$ cat config.mk
export PLATFORM = sky130hd
export DESIGN_NAME = instr_fetch
export DESIGN_NICKNAME = d
export VERILOG_FILES = /design/src/rtl/fetch_pkg.sv /design/src/rtl/fetch_skid_buf.sv /design/src/rtl/instr_fetch.sv
export SDC_FILE = /design/constraint.sdc
export NUM_CORES = 1
export LEC_CHECK = 0
export ABC_AREA = 1
export BUFFER_PORTS_ARGS = -buffer_cell sky130_fd_sc_hd__buf_2
export CAP_MARGIN = 20
export CORE_MARGIN = 5
export CORE_UTILIZATION = 45
export CTS_CLUSTER_DIAMETER = 60
export DETAILED_ROUTE_END_ITERATION = 6
export GPL_ROUTABILITY_DRIVEN = 0
export PLACE_DENSITY = 0.69
export SLEW_MARGIN = 15
export SYNTH_ARGS = -nofsm -noshare
export SYNTH_HDL_FRONTEND = slang
export SYNTH_SLANG_ARGS = --single-unit
$ cat constraint.sdc
create_clock -name clk -period 7.5 [get_ports clk]
set_input_delay 2.25 -clock clk [delete_from_list [all_inputs] [get_ports clk]]
set_output_delay 2.25 -clock clk [all_outputs]
set_load 0.05 [all_outputs]
$ cat src/rtl/fetch_pkg.sv
// Shared types and default sizes for the instruction fetch stage.
// Contents:
//   - ADDR_W / DATA_W / PC_STEP / RESET_PC default values
//   - state_t      : fetch FSM states (IDLE, RUN, HALTED)
//   - fetch_word_t : an instruction word together with the address it came from
package fetch_pkg;

    localparam int          ADDR_W   = 8;
    localparam int          DATA_W   = 32;
    localparam int          PC_STEP  = 4;
    localparam logic [7:0]  RESET_PC = 8'h00;

    typedef enum logic [1:0] {
        IDLE   = 2'd0,
        RUN    = 2'd1,
        HALTED = 2'd2
    } state_t;

    typedef struct packed {
        logic [DATA_W-1:0] instr;
        logic [ADDR_W-1:0] pc;
    } fetch_word_t;

endpackage

$ cat src/rtl/fetch_skid_buf.sv
// One-entry skid buffer holding a fetched word while the output register is
// stalled.
// Ports:
//   clk, rst  : clock, asynchronous active-high reset
//   push      : load din (takes precedence over pop, so push+pop replaces the entry)
//   pop       : entry has been taken by the consumer
//   flush     : discard the entry (highest priority)
//   din       : word to store
//   valid     : entry present
//   dout      : stored word
module fetch_skid_buf
    import fetch_pkg::*;
(
    input  logic        clk,
    input  logic        rst,
    input  logic        push,
    input  logic        pop,
    input  logic        flush,
    input  fetch_word_t din,
    output logic        valid,
    output fetch_word_t dout
);

    logic        valid_r;
    fetch_word_t word_r;

    // Entry storage: flush beats push, push beats pop.
    always_ff @(posedge clk or posedge rst) begin
        if (rst) begin
            valid_r <= 1'b0;
            word_r  <= '0;
        end else if (flush) begin
            valid_r <= 1'b0;
        end else if (push) begin
            valid_r <= 1'b1;
            word_r  <= din;
        end else if (pop) begin
            valid_r <= 1'b0;
        end else begin
            valid_r <= valid_r;
        end
    end

    assign valid = valid_r;
    assign dout  = word_r;

endmodule

$ cat src/rtl/instr_fetch.sv
// Instruction fetch stage. Drives the ROM byte address from the program
// counter, captures the opcode the ROM returns one cycle later and presents it
// to decode over a valid/ready handshake. A one-entry skid buffer catches the
// word that is already in flight when decode stalls.
// Ports:
//   clk, rst              : clock, asynchronous active-high reset
//   start, halt           : FSM control pulses (halt wins when both are high)
//   jump_valid, jump_addr : redirect the PC, dropping everything in the pipe
//   rom_addr, rom_opcode  : ROM interface (1-cycle registered read)
//   instr_valid, instr_ready, instr, instr_pc : decode handshake
//   halted                : high while in HALTED
//   instr_count           : number of delivered instructions (wraps)
module instr_fetch #(
    parameter int                ADDR_W   = fetch_pkg::ADDR_W,
    parameter int                DATA_W   = fetch_pkg::DATA_W,
    parameter int                PC_STEP  = fetch_pkg::PC_STEP,
    parameter logic [ADDR_W-1:0] RESET_PC = fetch_pkg::RESET_PC
) (
    input  logic              clk,
    input  logic              rst,
    input  logic              start,
    input  logic              halt,
    input  logic              jump_valid,
    input  logic [ADDR_W-1:0] jump_addr,
    output logic [ADDR_W-1:0] rom_addr,
    input  logic [DATA_W-1:0] rom_opcode,
    output logic              instr_valid,
    input  logic              instr_ready,
    output logic [DATA_W-1:0] instr,
    output logic [ADDR_W-1:0] instr_pc,
    output logic              halted,
    output logic [15:0]       instr_count
);

    import fetch_pkg::*;

    state_t            state_r;
    state_t            state_s;
    logic [ADDR_W-1:0] pc_r;
    logic [ADDR_W-1:0] inflight_pc_r;
    logic              inflight_r;
    logic              out_valid_r;
    fetch_word_t       out_word_r;
    logic [15:0]       count_r;
    logic              halted_r;

    logic              consume_s;
    logic              issue_s;
    logic              resp_s;
    fetch_word_t       resp_word_s;
    logic              skid_valid_s;
    fetch_word_t       skid_word_s;
    logic              skid_push_s;
    logic              skid_pop_s;
    logic              out_valid_next_s;
    fetch_word_t       out_word_next_s;

    // FSM next state; halt takes priority over start in every state.
    always_comb begin
        state_s = state_r;
        case (state_r)
            IDLE: begin
                if (start && !halt) state_s = RUN;
                else                state_s = IDLE;
            end
            RUN: begin
                if (halt) state_s = HALTED;
                else      state_s = RUN;
            end
            HALTED: begin
                if (start && !halt) state_s = RUN;
                else                state_s = HALTED;
            end
            default: state_s = IDLE;
        endcase
    end

    // Issue decision and routing of the returning ROM word between the output
    // register and the skid buffer.
    always_comb begin
        consume_s        = out_valid_r && instr_ready;
        // A new fetch may only start if its word is guaranteed a slot: the skid
        // must be empty, and a stalled output with a word already in flight
        // would use that last slot.
        issue_s          = (state_r == RUN) && !jump_valid && !skid_valid_s &&
                           !(inflight_r && out_valid_r && !instr_ready);
        // A redirect discards the word returning this cycle.
        resp_s           = inflight_r && !jump_valid;
        resp_word_s      = '{instr: rom_opcode, pc: inflight_pc_r};
        skid_push_s      = 1'b0;
        skid_pop_s       = 1'b0;
        out_valid_next_s = out_valid_r;
        out_word_next_s  = out_word_r;
        if (jump_valid) begin
            out_valid_next_s = 1'b0;
        end else if (consume_s || !out_valid_r) begin
            if (skid_valid_s) begin
                // Older skid word goes out first; the new response backfills.
                out_word_next_s  = skid_word_s;
                out_valid_next_s = 1'b1;
                skid_pop_s       = 1'b1;
                skid_push_s      = resp_s;
            end else if (resp_s) begin
                out_word_next_s  = resp_word_s;
                out_valid_next_s = 1'b1;
            end else begin
                out_valid_next_s = 1'b0;
            end
        end else begin
            skid_push_s = resp_s;
        end
    end

    fetch_skid_buf u_skid (
        .clk   (clk),
        .rst   (rst),
        .push  (skid_push_s),
        .pop   (skid_pop_s),
        .flush (jump_valid),
        .din   (resp_word_s),
        .valid (skid_valid_s),
        .dout  (skid_word_s)
    );

    // State, PC, in-flight tracking, output register and delivery counter.
    always_ff @(posedge clk or posedge rst) begin
        if (rst) begin
            state_r       <= IDLE;
            halted_r      <= 1'b0;
            pc_r          <= RESET_PC;
            inflight_r    <= 1'b0;
            inflight_pc_r <= '0;
            out_valid_r   <= 1'b0;
            out_word_r    <= '0;
            count_r       <= 16'd0;
        end else begin
            state_r     <= state_s;
            halted_r    <= (state_s == HALTED);
            inflight_r  <= issue_s;
            out_valid_r <= out_valid_next_s;
            out_word_r  <= out_word_next_s;
            if (jump_valid) begin
                pc_r <= jump_addr;
            end else if (issue_s) begin
                pc_r <= pc_r + ADDR_W'(PC_STEP);
            end else begin
                pc_r <= pc_r;
            end
            if (issue_s) begin
                inflight_pc_r <= pc_r;
            end else begin
                inflight_pc_r <= inflight_pc_r;
            end
            if (consume_s) begin
                count_r <= count_r + 16'd1;
            end else begin
                count_r <= count_r;
            end
        end
    end

    assign rom_addr    = pc_r;
    assign instr_valid = out_valid_r;
    assign instr       = out_word_r.instr;
    assign instr_pc    = out_word_r.pc;
    assign halted      = halted_r;
    assign instr_count = count_r;

endmodule

# --- After elaboration in Yosys (flattened, before gate mapping) ---
# Cells that the tools add are included.
totals:
  input_bits: 46
  reg_bits: 118
  elab_cells: 61
classes:
  mux: 21
  n_reduce_logical: 22
  n_addsub: 2
  n_eq_ne: 3
  n_bitwise: 1
op_table:
  columns: ["op", "n"]
  rows:
  - ["$mux W40", 2]
  - ["$add A16 B1 Y16 const B", 1]
  - ["$mux W8", 2]
  - ["$mux W1", 14]
  - ["$add A8 B3 Y8 const B", 1]
  - ["$logic_and A1 B1 Y1", 8]
  - ["$logic_not A1 Y1", 6]
  - ["$pmux W2 S3", 1]
  - ["$reduce_bool A2 Y1", 3]
  - ["$eq A2 B2 Y1 const B", 2]
  - ["$mux W2", 2]
  - ["$reduce_and A3 Y1", 1]
  - ["$reduce_bool A3 Y1", 1]
  - ["$eq A2 B1 Y1 const B", 1]
  - ["$logic_not A2 Y1", 1]
  - ["$reduce_and A2 Y1", 1]
  - ["$logic_or A1 B1 Y1", 1]
  - ["$not A1 Y1", 1]

# --- Depth between registers and ports, before layout ---
# Gate-level depths: netlist (run 1).
depth:
  word_depth: 7
  depth_mapped: 8

# --- Hierarchy ---
# A second synthesis (run 1) with hierarchy kept.
unflattened:
  hier_cells: 612
  hier_area_um2: 5220.0
by_module_without_submodules:
  columns: ["module", "instances", "area_per_inst_um2", "cells_per_inst", "seq_area_each_um2"]
  rows:
  - ["instr_fetch", 1, 3525.9, 432, 1926.8]
  - ["fetch_skid_buf", 1, 1694.1, 180, 1026.0]

# --- Worst setup path after synthesis (run 1) ---
# No wires, ideal clock.
synth_timing:
  kind: "input port to flip-flop"
  startpoint: "input port jump_valid"
  endpoint: "register out_word_r (netlist bit instr[13])"
  path_slack_ps: 4444
  stages: 7
  t_arrival_ps: 2926
  cell_sequence: "inv_2 > o21ai_1 > nor2_1 > inv_2 > buf_2 > nand2_1 > o21ai_0"
synth_between:
  elab_chain_len: 4
  word_cells_on_any_way: 5
  cone_classes: "bitwise: 1; reduce/logical: 4"
synth_lines:
  columns: ["element", "line_no", "text"]
  rows:
  - ["start, declared", "instr_fetch.sv:23", "input logic jump_valid,"]
  - ["$logic_not A1 Y1", "instr_fetch.sv:88", "resp_s = inflight_r && !jump_valid;"]
  - ["$logic_and A1 B1 Y1", "instr_fetch.sv:88", null]
  - ["$reduce_bool A2 Y1 (no source line)", null, null]
  - ["$reduce_and A3 Y1 (no source line) (*)", null, null]
  - ["end signal, assigned", "instr_fetch.sv:141", "out_word_r <= out_word_next_s;"]
  - ["end, declared", "instr_fetch.sv:43", "fetch_word_t out_word_r;"]
# Every way passes the cells marked *; elsewhere a longest branch is shown, timed or not.
# A chain may end at the register's enable or synchronous reset.

# --- Worst setup path after layout (run 1) ---
layout_timing:
  startpoint: "input port jump_valid"
  endpoint: "register out_word_r (netlist bit instr[20])"
# Same word-level chain as after synthesis.

==> reports/qor.yml, run 1 <==
synthesis:
  synth_most_common_cell: "nand2_1"
  synth_area_leaders: "dfrtp_1 58%, nand2_1 13%, o21ai_0 12%"
  synth_nets: 640
  ys_async_sr_fraction: 1.000
  synth_flop_cell: "dfrtp_1"
  synth_common_cells: "180 x nand2_1, 126 x o21ai_0, 118 x dfrtp_1"
  synth_edf_count: 0
  synth_cell_types: 27
  synthesis.area_sq_mm: 0.005127
  syn_inst: 592
  synth_top_area_cell: "dfrtp_1"
  ys_seq_area_frac: 0.5759
  postSynthAreaPerCell_sq_um: 8.661
  synth-seq-cells: 118
  synth_top_area_frac: 0.5759
  yosysWarnings: 0
cts:
  post-cts-setup-buffer-count: 0
  cts_resized: 0
  cts_htree_levels: 4
  cts_buffers: 17
  cts_sinks: 118
  hold_buffers: 0
  cts_tree: "yes"
  clock_latency_ns: 0.41
  cts_buffer_depth: 2
  root_buffer: "clkbuf_16"
  clk_pin_slew_ns: 0.05
worst_setup_path:
  crit_start: "jump_valid"
  rr_startpoint: "u_skid.valid"
  path_max_fanout: 80
  worstPathArrival_ns: 4.04
  critPathLaunchType: "primary input"
  cp-end-kind: "register"
  required_ns: 7.79
  path_class: "in -> reg"
placed_design:
  dpl-instance-area_sq_mm: 0.005734
  hpwlAfterDp_microns: 7258
  io_buffers: 111
  dp.cells: 821
  pre_cts_ws_ns: 3.484
drt:
  avgRoutedWirePerCell_microns: 12.75
  post-route-drc-count: 0
  ant_nets: 0
  vias: 4120
  drtIter0Drc: 266
  via_per_inst: 4.830
  drtPass1Iterations: 4
  wl_microns: 10870
sta:
  layout_min_cycle_time_ns: 3.743
  skew_ns: 0.008213
  setup_viol: 0
  rsz0062_at_grt: "false"
  period_share: 0.4991
  fmax_mhz: 267.1
  relSlewSlack: 0.3855
  hold_ws_ns: 0.4746
  worst_slack_ns: 3.757
  hold_viol: 0
  tightest_slew_ns: 0.9218
  drv_slew: 0
  fin_tns_setup_ns: 0
die:
  num_rows: 39
  core_sq_mm: 0.01127
  ioPinCount: 112
  die_area_sq_mm: 0.01363
  die_w_microns: 116.7
  die_h_microns: 116.7
  initial_core_util: 0.4549
global_route:
  grt_max_degree: 83
  antenna_found_initial: 0
  grtUsageTotal: 0.1709
  grt_pass1_wl_microns: 18060
  grt_pass1_vias: 3811
  overflow: 0
min_path:
  hold_start: "instr[5]"
  worstHoldPathType: "reg -> reg"
final_layout:
  fillers: 999
  drive_above_1_share: 0.2225
  n_antenna_cell: 0
  synthToLayoutAreaGrowth_pct: 24.16
  finalNonFillerCells: 853
  final_area_sq_mm: 0.006366
  nets: 745
status:
  status: "complete, no violations"
flow_run:
  maxCapViolations: 0
pwr:
  power_density_mw_per_mm2: 364.1
  ir_drop_v: 0.0001938
  leakage_nw: 3.424
==> area by class of cell <==
type	count	area, sq um	area share
Timing Repair Buffer	113	570.5	0.08962
Inverter	66	252.7	0.03970
Sequential cell	118	2953	0.4638
Multi-Input combinational cell	381	1782	0.2799
Clock buffer	24	511.7	0.08039
Tap cell	143	178.9	0.02811
Clock inverter	8	117.6	0.01847
==> critical path, cell delays in order <==
cell and delay, ns:
buf_2 0.17, inv_2 0.19, o21ai_1 0.12, nor2_1 0.13, clkinv_2 0.69, o21ai_0 0.47
==> per-stage QoR <==
stage / power, mW / utilization
floorplan: 1.324 / -
global placement: 1.478 / 0.5087
detailed placement: 1.490 / 0.5087
CTS: 2.347 / 0.5645
global route: 2.447 / 0.5648
finish: 2.318 / 0.5648
==> routing by layer <==
layer  GRT usage  up-vias  wire (microns)
met5           0        -               0
met4     0.07187        0             186
met3     0.05337       17             794
met2      0.2757      126            5169
met1      0.2133     1872            4723
li1            -     2105               -
==> cell usage in the layout (no fill, tap or decap), types with 2 or more instances in the layout <==
cell type / n
clkinv_2: 6
xor2_1: 4
inv_2: 2
nand2_1: 180
nor3_1: 2
o21ai_1: 9
nand3_1: 17
clkbuf_16: 17
inv_1: 61
nor2_1: 17
o21ai_0: 126
ha_1: 2
xnor2_1: 9
nor2_4: 2
buf_2: 111
buf_4: 2
nand4_1: 3
o211ai_1: 2
dfrtp_1: 118
nor2_2: 2
clkbuf_8: 6
bufinv_16: 3
nand3_2: 2
==> worst paths after layout <==
check                      cells after the start               to  slack (ns)
setup / recovery                               6        instr[20]        3.76
hold / removal                                 2         instr[5]        0.47
setup reg to reg                               5      rom_addr[7]        5.26
hold reg to reg                                2         instr[5]        0.47
max in group asynchronous                      3      instr_pc[7]        4.25
min in group asynchronous                      2  instr_count[15]        1.91
==> state kept, by name (all words and copies together), names as in the netlist <==
signal / flops
rom_addr: 8
inflight_r: 1
instr_count: 16
instr: 32
instr_pc: 8
u_skid.dout: 40
state_r: 2
halted: 1
instr_valid: 1
u_skid.valid: 1
inflight_pc_r: 8
==> kinds of logic (layout without fill, tap and decap cells) <==
| logic type | Yosys count | after routing | share of synthesized area |
|---|---|---|---|
| buf+inv | 93 | 211 | 0.07662 |
| xor+xnor | 13 | 13 | 0.02221 |
| simple gates | 227 | 227 | 0.1806 |
| flops | 118 | 118 | 0.5759 |
| compound gates | 139 | 139 | 0.1398 |
| fa+ha+maj | 2 | 2 | 0.004880 |
==> power by group <==
part           switching [mW]  leakage [nW]  total [mW]  internal (mW)
sequential             0.0786          1.56       0.842          0.764
clock                   0.270         0.312       0.843          0.573
combinational           0.490          1.56       0.633          0.142
total                   0.839          3.42        2.32           1.48
Note: power is estimated with default switching activity, not from simulation.
==> run 2: changes to the inputs <==
Clock period 7.5 ns to 3.8 ns, I/O delays scaled along.
==> run 2 against run 1 <==
Net effect:
- final cell count increased by 0.35%
- non-clock buffer count increased by 4
- power grew 88%
- global-route usage is 0.14 points higher
- sequential share of layout area rose by 0.16 points
- first-iteration DRC count is 2.6% lower
- count of clock-buffer cells in the layout is 4 higher
- die area stayed put
- critical path type is now reg -> out
==> reports/qor.yml, run 2 (synthesis gave the netlist of run 1 again) <==
final_layout:
  final_area_sq_mm: 0.006345  # -0.33%
  final_common_cell: "nand2_1"
  n_antenna_cell: 0  # unchanged
  largest_reg_flops: 40  # unchanged
  synthToLayoutAreaGrowth_pct: 23.74
  drive_above_1_share: 0.2202  # -0.002339
  nets: 749  # +0.54%
  final_cell_mix: "180 x nand2_1, 126 x o21ai_0, 118 x dfrtp_1"
sta:
  skew_ns: 0.005621  # -0.002592 ns
  relSlewSlack: 0.3848  # -0.0007080
  layout_min_cycle_time_ns: 2.296
  period_share: 0.6042
  fin_tns_setup_ns: 0  # unchanged
  drv_slew: 0  # unchanged
  hold_viol: 0  # unchanged
  fmax_mhz: 435.5
  rsz0062_at_grt: "false"
  tightest_slew_ns: 0.9209  # -0.0008767 ns
  setup_viol: 0  # unchanged
drt:
  post-route-drc-count: 0  # unchanged
  ant_nets: 0  # unchanged
  via_per_inst: 4.867  # +0.76%
  vias: 4166  # +1.1%
  wl_microns: 11150  # +2.5%
  drtPass1Iterations: 5  # +1
  avgRoutedWirePerCell_microns: 13.02  # +2.2%
  drtIter0Drc: 259  # -2.6%
pwr:
  swShare: 0.3752  # +0.01316
  ir_drop_v: 0.0003883  # +100%
  power_frac_seq: 0.381  # +0.018
  clock_power_share: 0.329  # -0.035
  comb_power_share: 0.290  # +0.017
  power_density_mw_per_mm2: 686.9  # +89%
  p_sw_mw: 1.635  # +95%
  leakage_nw: 3.413  # -0.33%
  internal-power_mw: 2.723  # +84%
cts:
  clock_latency_ns: 0.40  # about the same
  cts_buffers: 17  # unchanged
  cts_htree_levels: 4  # unchanged
  cts_tree: "yes"
  post-cts-setup-buffer-count: 0  # unchanged
  root_buffer: "clkbuf_16"
  cts_sinks: 118  # unchanged
  clk_pin_slew_ns: 0.05  # about the same
  cts_resized: 0  # unchanged
  hold_buffers: 0  # unchanged
  cts_buffer_depth: 2  # unchanged
die:
  ioPinCount: 112  # unchanged
  core_sq_mm: 0.01127  # unchanged
  initial_core_util: 0.4549  # unchanged
  die_area_sq_mm: 0.01363  # unchanged
  num_rows: 39  # unchanged
  die_h_microns: 116.7  # unchanged
  die_w_microns: 116.7  # unchanged
worst_setup_path:
  crit_family: "flip-flops"
  reg2reg_slack_ns: 2.06  # -3.20 ns
  cpPeakStageDelay_ns: 0.44  # -0.25 ns
  worstPathArrival_ns: 1.16  # -2.88 ns
  critPathBufInv: 1  # -2
  critPathLaunchType: "register"
  path_max_fanout: 6  # -93%
  critPathSlowestCell: "dfrtp_1"
  rr_worst_depth: 6  # +1
  rr_startpoint: "instr_valid"
  cp-end-kind: "output pin"
  path_class: "reg -> out"
  path_cells: "buf_2"
  required_ns: 2.66  # -5.13 ns
  r2r_end: "u_skid.dout[26]"
global_route:
  antenna_found_initial: 0  # unchanged
  grt_pass1_vias: 4051  # +6.3%
  grt_max_degree: 82  # -1.2%
  grtUsageTotal: 0.1723  # +0.001379
  grt_pass1_wl_microns: 18430  # +2.1%
  overflow: 0  # unchanged
min_path:
  min_to: "instr[13]"
  holdPathStages: 2  # unchanged
  worstHoldPathType: "reg -> reg"
  hold_start: "instr[13]"
placed_design:
  dpl-instance-area_sq_mm: 0.005803  # +1.2%
  io_buffers: 111  # unchanged
  hpwlAfterDp_microns: 7589  # +4.6%
flow_run:
  maxCapViolations: 0  # unchanged
status:
  status: "complete, no violations"
[run 2: cell count changes in the layout (fill, tap and decap cells not counted), sizes merged]
cell / before / now
bufinv: 3 / 0
clkbuf: 24 / 28
inv: 64 / 65
buf: 113 / 117
clkinv: 6 / 3
[run 2: area by class of cell]
class,count,area (sq um)
fillers,995,4927
flip-flops and latches,118,2953
multi-input cells,381,1782
repair buffers,117,638.1
clock buffers,28,526.8
inverters,66,251.5
well taps,143,178.9
clock inverters,3,15.01
[run 2: per-stage QoR]
stage          setup WS, ns  power (mW)  hold slack [ns]  std cells    util
5_1_grt               1.441       4.580           0.4982        856  0.5629
3_3_place_gp          1.346       2.927           0.4600        825  0.5148
6_report              1.504       4.358           0.4749        856  0.5629
4_1_cts               1.489       4.408           0.4817        856  0.5629
3_5_place_dp          1.284       2.955           0.4682        825  0.5148
2_1_floorplan         1.219       2.613           0.4479        592       -
[run 2: metal layers]
metal | global-route usage | vias up | part of all wire
met4 | 0.06957 | 0 | 0.017
met3 | 0.05078 | 19 | 0.069
met2 | 0.2856 | 127 | 0.48
met5 | 0 | - | 0
met1 | 0.2117 | 1916 | 0.43
li1 | - | 2104 | -
[run 2: worst max path at each step]
stage / to / depth (start not counted) / from
final: rom_addr[4] / 1 / rom_addr[4]
after global routing: instr_count[10] / 1 / instr_count[10]
after CTS: instr_count[10] / 1 / instr_count[10]
after detailed placement: u_skid.dout[0] / 5 / instr_ready
after global placement: u_skid.dout[2] / 5 / instr_ready
after floorplan: halted / 1 / rst
[run 2: power groups by stage]
stage	Clock, mW	Sequential [mW]	Combinational, mW
global route	1.52	1.69	1.36
floorplan	0	2.31	0.299
detailed placement	0	1.68	1.28
CTS	1.46	1.66	1.28
finish	1.44	1.66	1.26
global placement	0	1.67	1.26
